## src/rtl/vga_timing_ctrl_pkg.sv

```systemverilog
// vga_timing_pkg
// Shared definitions for the 640x480@60 raster timing generator:
// the per-axis phase encoding, the standard VGA timing constants,
// the derived line/frame totals and the counter width.
// No ports (package).
package vga_timing_pkg;

    localparam int unsigned CNT_W = 10;

    localparam int unsigned VGA_H_ACTIVE = 640;
    localparam int unsigned VGA_H_FP     = 16;
    localparam int unsigned VGA_H_SYNC   = 96;
    localparam int unsigned VGA_H_BP     = 48;
    localparam int unsigned VGA_V_ACTIVE = 480;
    localparam int unsigned VGA_V_FP     = 10;
    localparam int unsigned VGA_V_SYNC   = 2;
    localparam int unsigned VGA_V_BP     = 33;

    localparam int unsigned H_TOTAL = VGA_H_ACTIVE + VGA_H_FP + VGA_H_SYNC + VGA_H_BP;
    localparam int unsigned V_TOTAL = VGA_V_ACTIVE + VGA_V_FP + VGA_V_SYNC + VGA_V_BP;

    // Sync pulses are active-low for 640x480.
    localparam logic VGA_SYNC_POL = 1'b0;

    typedef enum logic [1:0] {
        ACTIVE = 2'd0,
        FRONT  = 2'd1,
        SYNC   = 2'd2,
        BACK   = 2'd3
    } phase_t;

endpackage

```

## src/rtl/vga_timing_ctrl_if.sv

```systemverilog
// vga_timing_ctrl_if
// Bundles the pixel-rate enable and the timing outputs between the
// raster timing generator and the pixel generator.
//   Enable      pixel-rate tick into the generator
//   HSYNC/VSYNC sync levels
//   VideoOn     both axes in the visible region
//   X/Y         raster position
//   LineStart   one-cycle pulse when X becomes 0
//   FrameStart  one-cycle pulse when X and Y both become 0
// master = timing generator, slave = consumer.
interface vga_timing_ctrl_if;
    import vga_timing_pkg::*;

    logic             Enable;
    logic             HSYNC;
    logic             VSYNC;
    logic             VideoOn;
    logic [CNT_W-1:0] X;
    logic [CNT_W-1:0] Y;
    logic             LineStart;
    logic             FrameStart;

    modport master (
        input  Enable,
        output HSYNC, VSYNC, VideoOn, X, Y, LineStart, FrameStart
    );

    modport slave (
        output Enable,
        input  HSYNC, VSYNC, VideoOn, X, Y, LineStart, FrameStart
    );

endinterface

```

## src/rtl/vga_phase_axis.sv

```systemverilog
// vga_phase_axis
// One raster axis: a phase FSM with a per-phase down-counter and a
// separate up-counting position.
//   clk, reset  clock, synchronous active-high reset
//   advance     step the axis by one position this cycle
//   count       registered position, 0 .. total-1
//   phase_next  phase that count will be in after this edge
//   wrap        high in the cycle where count goes from total-1 to 0
//
// state  | meaning
// ACTIVE | visible region
// FRONT  | front porch
// SYNC   | sync pulse
// BACK   | back porch; leaving it wraps the axis
module vga_phase_axis
    import vga_timing_pkg::*;
#(
    parameter int unsigned ACTIVE_LEN = VGA_H_ACTIVE,
    parameter int unsigned FP_LEN     = VGA_H_FP,
    parameter int unsigned SYNC_LEN   = VGA_H_SYNC,
    parameter int unsigned BP_LEN     = VGA_H_BP
) (
    input  logic             clk,
    input  logic             reset,
    input  logic             advance,
    output logic [CNT_W-1:0] count,
    output phase_t           phase_next,
    output logic             wrap
);

    phase_t           phase;
    logic [CNT_W-1:0] remain;
    logic [CNT_W-1:0] remain_next;
    logic [CNT_W-1:0] count_next;

    // Phase counters hold (length - 1) so terminal count is zero.
    function automatic logic [CNT_W-1:0] load_val(input phase_t p);
        case (p)
            ACTIVE:  return CNT_W'(ACTIVE_LEN - 1);
            FRONT:   return CNT_W'(FP_LEN - 1);
            SYNC:    return CNT_W'(SYNC_LEN - 1);
            default: return CNT_W'(BP_LEN - 1);
        endcase
    endfunction

    always_ff @(posedge clk) begin
        if (reset) begin
            phase  <= ACTIVE;
            remain <= load_val(ACTIVE);
            count  <= '0;
        end else begin
            phase  <= phase_next;
            remain <= remain_next;
            count  <= count_next;
        end
    end

    always_comb begin
        phase_next  = phase;
        remain_next = remain;
        count_next  = count;
        wrap        = 1'b0;
        if (advance) begin
            count_next = count + CNT_W'(1);
            if (remain == '0) begin
                case (phase)
                    ACTIVE:  phase_next = FRONT;
                    FRONT:   phase_next = SYNC;
                    SYNC:    phase_next = BACK;
                    default: begin
                        phase_next = ACTIVE;
                        count_next = '0;
                        wrap       = 1'b1;
                    end
                endcase
                remain_next = load_val(phase_next);
            end else begin
                remain_next = remain - CNT_W'(1);
            end
        end
    end

endmodule

```

## src/rtl/vga_timing_ctrl.sv

```systemverilog
// vga_timing_ctrl
// 640x480@60 raster timing generator. A horizontal axis steps on every
// pixel-rate Enable; the vertical axis steps only when the horizontal
// axis wraps. Sync and blank come purely from the axis phases.
//   CLK    system clock
//   Reset  synchronous active-high reset
//   vga    master side of vga_timing_ctrl_if (Enable in, timing out)
module vga_timing_ctrl
    import vga_timing_pkg::*;
#(
    parameter int unsigned H_ACTIVE = VGA_H_ACTIVE,
    parameter int unsigned H_FP     = VGA_H_FP,
    parameter int unsigned H_SYNC   = VGA_H_SYNC,
    parameter int unsigned H_BP     = VGA_H_BP,
    parameter int unsigned V_ACTIVE = VGA_V_ACTIVE,
    parameter int unsigned V_FP     = VGA_V_FP,
    parameter int unsigned V_SYNC   = VGA_V_SYNC,
    parameter int unsigned V_BP     = VGA_V_BP,
    parameter logic        SYNC_POL = VGA_SYNC_POL
) (
    input  logic               CLK,
    input  logic               Reset,
    vga_timing_ctrl_if.master  vga
);

    logic [CNT_W-1:0] h_count;
    logic [CNT_W-1:0] v_count;
    phase_t           h_phase_next;
    phase_t           v_phase_next;
    logic             h_wrap;
    logic             v_wrap;
    logic             v_advance;

    logic hsync_q;
    logic vsync_q;
    logic video_on_q;
    logic line_start_q;
    logic frame_start_q;

    assign v_advance = vga.Enable & h_wrap;

    vga_phase_axis #(
        .ACTIVE_LEN (H_ACTIVE),
        .FP_LEN     (H_FP),
        .SYNC_LEN   (H_SYNC),
        .BP_LEN     (H_BP)
    ) u_h_axis (
        .clk        (CLK),
        .reset      (Reset),
        .advance    (vga.Enable),
        .count      (h_count),
        .phase_next (h_phase_next),
        .wrap       (h_wrap)
    );

    vga_phase_axis #(
        .ACTIVE_LEN (V_ACTIVE),
        .FP_LEN     (V_FP),
        .SYNC_LEN   (V_SYNC),
        .BP_LEN     (V_BP)
    ) u_v_axis (
        .clk        (CLK),
        .reset      (Reset),
        .advance    (v_advance),
        .count      (v_count),
        .phase_next (v_phase_next),
        .wrap       (v_wrap)
    );

    // Decode from next-phase so the registered outputs line up with the
    // X/Y registered on the same edge. VideoOn stays 0 after reset until
    // the first enabled edge.
    always_ff @(posedge CLK) begin
        if (Reset) begin
            hsync_q       <= ~SYNC_POL;
            vsync_q       <= ~SYNC_POL;
            video_on_q    <= 1'b0;
            line_start_q  <= 1'b0;
            frame_start_q <= 1'b0;
        end else begin
            // h_wrap is already qualified by Enable, v_wrap by h_wrap.
            line_start_q  <= h_wrap;
            frame_start_q <= v_wrap;
            if (vga.Enable) begin
                hsync_q    <= (h_phase_next == SYNC) ? SYNC_POL : ~SYNC_POL;
                vsync_q    <= (v_phase_next == SYNC) ? SYNC_POL : ~SYNC_POL;
                video_on_q <= (h_phase_next == ACTIVE) && (v_phase_next == ACTIVE);
            end
        end
    end

    assign vga.X          = h_count;
    assign vga.Y          = v_count;
    assign vga.HSYNC      = hsync_q;
    assign vga.VSYNC      = vsync_q;
    assign vga.VideoOn    = video_on_q;
    assign vga.LineStart  = line_start_q;
    assign vga.FrameStart = frame_start_q;

endmodule
```

## src/flat_wrapper.sv

```systemverilog
// flat-port wrapper written by rule: the top's interface ports become plain ports
module vga_timing_ctrl_flat import vga_timing_pkg::*;
#(
    parameter int unsigned H_ACTIVE = VGA_H_ACTIVE,
    parameter int unsigned H_FP     = VGA_H_FP,
    parameter int unsigned H_SYNC   = VGA_H_SYNC,
    parameter int unsigned H_BP     = VGA_H_BP,
    parameter int unsigned V_ACTIVE = VGA_V_ACTIVE,
    parameter int unsigned V_FP     = VGA_V_FP,
    parameter int unsigned V_SYNC   = VGA_V_SYNC,
    parameter int unsigned V_BP     = VGA_V_BP,
    parameter logic        SYNC_POL = VGA_SYNC_POL
)
  (CLK, Reset, vga_Enable, vga_HSYNC, vga_VSYNC, vga_VideoOn, vga_X, vga_Y, vga_LineStart, vga_FrameStart);
  vga_timing_ctrl_if vga_i ();
  input  logic CLK;
  input  logic Reset;
  input wire logic [$bits(vga_i.Enable)-1:0] vga_Enable;
  output wire logic [$bits(vga_i.HSYNC)-1:0] vga_HSYNC;
  output wire logic [$bits(vga_i.VSYNC)-1:0] vga_VSYNC;
  output wire logic [$bits(vga_i.VideoOn)-1:0] vga_VideoOn;
  output wire logic [$bits(vga_i.X)-1:0] vga_X;
  output wire logic [$bits(vga_i.Y)-1:0] vga_Y;
  output wire logic [$bits(vga_i.LineStart)-1:0] vga_LineStart;
  output wire logic [$bits(vga_i.FrameStart)-1:0] vga_FrameStart;
  assign vga_i.Enable = vga_Enable;
  assign vga_HSYNC = vga_i.HSYNC;
  assign vga_VSYNC = vga_i.VSYNC;
  assign vga_VideoOn = vga_i.VideoOn;
  assign vga_X = vga_i.X;
  assign vga_Y = vga_i.Y;
  assign vga_LineStart = vga_i.LineStart;
  assign vga_FrameStart = vga_i.FrameStart;
  vga_timing_ctrl #(.H_ACTIVE(H_ACTIVE), .H_FP(H_FP), .H_SYNC(H_SYNC), .H_BP(H_BP), .V_ACTIVE(V_ACTIVE), .V_FP(V_FP), .V_SYNC(V_SYNC), .V_BP(V_BP), .SYNC_POL(SYNC_POL)) u_core (.CLK(CLK), .Reset(Reset), .vga(vga_i));
endmodule
```

## config.mk

```make
export PLATFORM = sky130hd
export DESIGN_NAME = vga_timing_ctrl_flat
export DESIGN_NICKNAME = d
export VERILOG_FILES = /design/src/rtl/vga_timing_ctrl_pkg.sv /design/src/rtl/vga_timing_ctrl_if.sv /design/src/rtl/vga_phase_axis.sv /design/src/rtl/vga_timing_ctrl.sv /design/src/flat_wrapper.sv
export SDC_FILE = /design/constraint.sdc
export NUM_CORES = 1
export LEC_CHECK = 0
export ABC_AREA = 1
export CORE_MARGIN = 5
export CORE_UTILIZATION = 63
export DETAILED_ROUTE_END_ITERATION = 8
export DONT_BUFFER_PORTS = 1
export GPL_ROUTABILITY_DRIVEN = 0
export GPL_TIMING_DRIVEN = 1
export PLACE_DENSITY = 0.84
export SLEW_MARGIN = 20
export SYNTH_ARGS = -nofsm -noshare
export SYNTH_HDL_FRONTEND = slang
export SYNTH_SLANG_ARGS = --single-unit
```

## constraint.sdc

```tcl
create_clock -name CLK -period 1.8 [get_ports CLK]
set_input_delay 0.27 -clock CLK [delete_from_list [all_inputs] [get_ports CLK]]
set_output_delay 0.27 -clock CLK [all_outputs]
set_load 0.1 [all_outputs]
```

==> metrics.txt <==
# TYPE chip_impl_metric gauge
chip_impl_info{name="status",value="finished clean"} 1
chip_impl_metric{name="leakagePower",unit="uW"} 0.00140
chip_impl_metric{name="layout-drive-gt1-share",unit=""} 0.249
chip_impl_metric{name="finalMaxSlewViolations",unit=""} 0
chip_impl_info{name="synth_largest_area_cell",value="sky130_fd_sc_hd__dfxtp_1"} 1
chip_impl_metric{name="fraction_of_post_synthesis_cell_area_in_the_top_cell_type_by_area",unit=""} 0.362
chip_impl_metric{name="crit_arrival",unit="ns"} 1.94
chip_impl_metric{name="globalRouteOverflowTotal",unit=""} 0
chip_impl_metric{name="via_count",unit=""} 2623
chip_impl_metric{name="grt_first_pass_wirelength",unit="um"} 9830
chip_impl_metric{name="port_buffers",unit=""} 0
chip_impl_metric{name="mappedNetlistArea",unit="sq um"} 2710
chip_impl_info{name="critical_path.endpoint_type",value="flop"} 1
chip_impl_metric{name="cts_num_sinks",unit=""} 49
chip_impl_metric{name="synthesis.yosys.warnings",unit=""} 0
chip_impl_metric{name="register_share_of_total_power",unit=""} 0.561
chip_impl_metric{name="synth_fp_nets",unit=""} 375
chip_impl_metric{name="insertedDiodeCount",unit=""} 0
chip_impl_metric{name="worst-r2r-cell-count",unit=""} 10
chip_impl_metric{name="floorplan.initialDensity",unit=""} 0.663
chip_impl_metric{name="reg2reg_slack",unit="ns"} 0.07
chip_impl_metric{name="fin_util",unit=""} 0.783
chip_impl_metric{name="cts_buffer_depth",unit=""} 2
chip_impl_metric{name="worst-path-max-fanout",unit=""} 4
chip_impl_info{name="synthTopCellsByArea",value="sky130_fd_sc_hd__dfxtp_1 (36%), sky130_fd_sc_hd__nand2_1 (9.4%), sky130_fd_sc_hd__nor2_1 (6.1%)"} 1
chip_impl_metric{name="max_freq",unit="MHz"} 578
chip_impl_info{name="critical_path.endpoint",value="u_core.u_v_axis.count[2]"} 1
chip_impl_metric{name="synth-edff-count",unit=""} 0
chip_impl_metric{name="vias_per_cell",unit=""} 5.87
chip_impl_metric{name="worst_pin_slew",unit="ns"} 0.370
chip_impl_metric{name="finalHoldWorstSlack",unit="ns"} 0.0131
chip_impl_info{name="worstSetupPathType",value="reg -> reg"} 1
chip_impl_metric{name="power_frac_comb",unit=""} 0.079
chip_impl_info{name="worstSetupStartpoint",value="u_core.u_v_axis.remain[1]"} 1
chip_impl_metric{name="async_flop_share",unit=""} 0
chip_impl_info{name="most_instantiated_cells_after_synthesis",value="sky130_fd_sc_hd__nand2_1 (68), sky130_fd_sc_hd__dfxtp_1 (49), sky130_fd_sc_hd__nor2_1 (44)"} 1
chip_impl_metric{name="drt-pass1-iter-count",unit=""} 5
chip_impl_metric{name="finalHoldViolations",unit=""} 0
chip_impl_metric{name="numCtsBuffers",unit=""} 5
chip_impl_metric{name="htree_levels",unit=""} 2
chip_impl_info{name="synth_ff_type",value="sky130_fd_sc_hd__dfxtp_1"} 1
chip_impl_metric{name="power.clock.fraction",unit=""} 0.361
chip_impl_metric{name="max-cap-violations",unit=""} 0
chip_impl_metric{name="netSwitchingPower",unit="uW"} 498
chip_impl_metric{name="vdd_ir_drop_max",unit="uV"} 598
chip_impl_info{name="worst_r2r_startpoint",value="u_core.u_v_axis.remain[1]"} 1
chip_impl_info{name="worst_hold_path_type",value="in -> reg"} 1
chip_impl_metric{name="hpwlAfterDp",unit="um"} 4490
chip_impl_metric{name="sequential_fraction_of_the_synthesis_area",unit=""} 0.362
chip_impl_metric{name="areaGrowthSynthToFinish",unit="%"} 18.1
chip_impl_metric{name="grt_antenna_before_repair",unit=""} 0
chip_impl_metric{name="grt_start_max_net_pins",unit=""} 19
chip_impl_metric{name="postRouteWirelength",unit="um"} 6720
chip_impl_metric{name="finalWorstPathRequiredPeriod",unit="ns"} 1.73
chip_impl_info{name="hp-start",value="Reset"} 1
chip_impl_metric{name="clock-skew-final",unit="ns"} 0.00703
chip_impl_metric{name="area_of_the_placeable_core",unit="sq um"} 4090
chip_impl_metric{name="nets",unit=""} 412
chip_impl_metric{name="die_h",unit="um"} 75.6
chip_impl_metric{name="postSynthCellCount",unit=""} 359
chip_impl_metric{name="syn-mean-instance-area",unit="sq um"} 7.55
chip_impl_metric{name="fillCellCount",unit=""} 275
chip_impl_metric{name="worst_slew_slack_as_a_fraction_of_its_limit",unit=""} 0.752
chip_impl_metric{name="routedWlPerCell",unit="um"} 15.0
chip_impl_metric{name="final-setup-viol-count",unit=""} 0
chip_impl_metric{name="die-area",unit="sq um"} 5710
chip_impl_metric{name="detail-route-antenna-nets",unit=""} 0
chip_impl_info{name="crit-reg2reg-capture",value="u_core.u_v_axis.count[2]"} 1
chip_impl_metric{name="pin_count",unit=""} 28
chip_impl_metric{name="internal_power",unit="uW"} 1490
chip_impl_info{name="cts_tree",value="yes"} 1
chip_impl_info{name="clockRootBuffer",value="sky130_fd_sc_hd__clkbuf_8"} 1
chip_impl_metric{name="cp_data_required_time",unit="ns"} 2.01
chip_impl_metric{name="first_global_vias",unit=""} 2239
chip_impl_metric{name="clk-insertion-delay-late",unit="ns"} 0.31
chip_impl_metric{name="synth_cell_type_count",unit=""} 44
chip_impl_metric{name="holdPathStages",unit=""} 1
chip_impl_metric{name="drt_drc_violations_left",unit=""} 0
chip_impl_metric{name="die_width",unit="um"} 75.6
chip_impl_metric{name="grt_util_all_layers",unit=""} 0.224
chip_impl_info{name="worstSetupStartpointType",value="flop"} 1
chip_impl_metric{name="clkTransAtPathRegs",unit="ns"} 0.09
chip_impl_metric{name="layout_worst_path_cycle_share",unit=""} 0.962
chip_impl_metric{name="switching_share",unit=""} 0.251
chip_impl_info{name="yosys.cell_count.top_type",value="sky130_fd_sc_hd__nand2_1"} 1
chip_impl_metric{name="power.density",unit="nW/um^2"} 621
chip_impl_metric{name="floorplan.rows",unit=""} 23
chip_impl_metric{name="dr.first_iter.drc_count",unit=""} 317
chip_impl_metric{name="yosys_register_bits",unit=""} 49
[layout make-up]
cell class	instances	area, sq um	area share
multi-input cells	267	1620	0.505
clock inverters	1	5.00	0.00156
inverters	38	143	0.0446
repair buffers	35	278	0.0868
clock buffers	7	96.3	0.0301
well taps	50	62.6	0.0196
flip-flops and latches	49	1000	0.312
[how the worst min path moves through the flow]
stage / to / slack [ns]
2_1_floorplan: u_core.vga.LineStart / 0.34
3_3_place_gp: u_core.u_v_axis.count[4] / 0.34
3_5_place_dp: u_core.u_v_axis.count[4] / 0.34
4_1_cts: u_core.u_v_axis.count[4] / 0.01
5_1_grt: u_core.u_v_axis.count[5] / 0.002
6_report: u_core.u_v_axis.count[5] / 0.01
[cells by family after synthesis]
family | count (synthesis) | share of synthesized area
buffers and inverters | 43 | 0.0628
XOR/XNOR | 14 | 0.0453
AO/OA/AOI/OAI | 50 | 0.115
flip-flops | 49 | 0.362
adder cells (fa/ha/maj) | 13 | 0.0600
AND/OR/NAND/NOR | 190 | 0.355
[placed cells by master, fill, tap and decap left out, types with 2 or more instances in the layout]
cell / count
sky130_fd_sc_hd__xnor2_1: 4
sky130_fd_sc_hd__xor2_1: 10
sky130_fd_sc_hd__a22oi_1: 4
sky130_fd_sc_hd__ha_2: 2
sky130_fd_sc_hd__nand4_1: 8
sky130_fd_sc_hd__a31oi_1: 2
sky130_fd_sc_hd__or2_2: 5
sky130_fd_sc_hd__a21oi_1: 20
sky130_fd_sc_hd__nand2_2: 3
sky130_fd_sc_hd__nor2_1: 42
sky130_fd_sc_hd__nor3b_1: 2
sky130_fd_sc_hd__ha_1: 10
sky130_fd_sc_hd__o211ai_1: 2
sky130_fd_sc_hd__o2111ai_1: 2
sky130_fd_sc_hd__nand2_1: 68
sky130_fd_sc_hd__o21ai_0: 9
sky130_fd_sc_hd__nand2_4: 5
sky130_fd_sc_hd__buf_4: 33
sky130_fd_sc_hd__nand3_1: 20
sky130_fd_sc_hd__a21oi_2: 2
sky130_fd_sc_hd__nor2_4: 8
sky130_fd_sc_hd__nor3_1: 13
sky130_fd_sc_hd__dfxtp_2: 15
sky130_fd_sc_hd__inv_1: 34
sky130_fd_sc_hd__o21ai_2: 2
sky130_fd_sc_hd__clkbuf_8: 7
sky130_fd_sc_hd__a211oi_1: 2
sky130_fd_sc_hd__dfxtp_1: 34
sky130_fd_sc_hd__nor2_2: 5
sky130_fd_sc_hd__nor4_1: 3
sky130_fd_sc_hd__inv_2: 3
[per-stage QoR]
stage               TNS (ns)  power (uW)  setup slack, ns  cells  instance area [sq um]
floorplan            -0.0159        1260          -0.0159    359                   2730
CTS                        0        1980           0.0437    441                   3080
finish                     0        1990           0.0693    447                   3200
global route          -0.222        2060          -0.0836    447                   3200
detailed placement         0        1280           0.0696    433                   2980
global placement           0        1280            0.110    433                   2980
[power groups by stage]
| stage | clock network (uW) | registers [uW] | logic [uW] |
|---|---|---|---|
| 6_report | 716 | 1110 | 156 |
| 5_1_grt | 771 | 1120 | 169 |
| 4_1_cts | 721 | 1110 | 148 |
| 3_5_place_dp | 0 | 1140 | 147 |
| 3_3_place_gp | 0 | 1140 | 144 |
| 2_1_floorplan | 0 | 1190 | 78.9 |
[per-layer routing]
metal	GRT usage	routed length, um	vias to the layer above	share of wire
met5	0	0	-	0
met4	0.101	235	0	0.035
met3	0.0462	504	34	0.075
met1	0.270	2700	1197	0.40
li1	-	-	1263	-
met2	0.383	3280	129	0.49
[state kept, by name (all words and copies together), names as in the netlist, 2 cells and up]
register,count
u_core.u_v_axis.count,10
u_core.u_h_axis.count,10
u_core.u_h_axis.remain,10
u_core.u_h_axis.phase,2
u_core.u_v_axis.phase,2
u_core.u_v_axis.remain,10
[critical path, stage by stage, from the launching register on]
cell                      delay (ns)
sky130_fd_sc_hd__dfxtp_1        0.32
sky130_fd_sc_hd__inv_1          0.10
sky130_fd_sc_hd__ha_2           0.19
sky130_fd_sc_hd__inv_1          0.05
sky130_fd_sc_hd__nor2_2         0.12
sky130_fd_sc_hd__nand3_2        0.10
sky130_fd_sc_hd__nor2_4         0.16
sky130_fd_sc_hd__buf_12         0.12
sky130_fd_sc_hd__nand2_1        0.07
sky130_fd_sc_hd__o21ai_2        0.20
sky130_fd_sc_hd__and3b_1        0.21
[what timing repair did]
item	4_1_cts	5_1_grt
endpoints found under the hold margin	0	1
resized for setup	0	13
buffers inserted	0	5
endpoints found under the setup margin	0	14
hold buffers	0	1
Power figures use the tool's default switching activity.
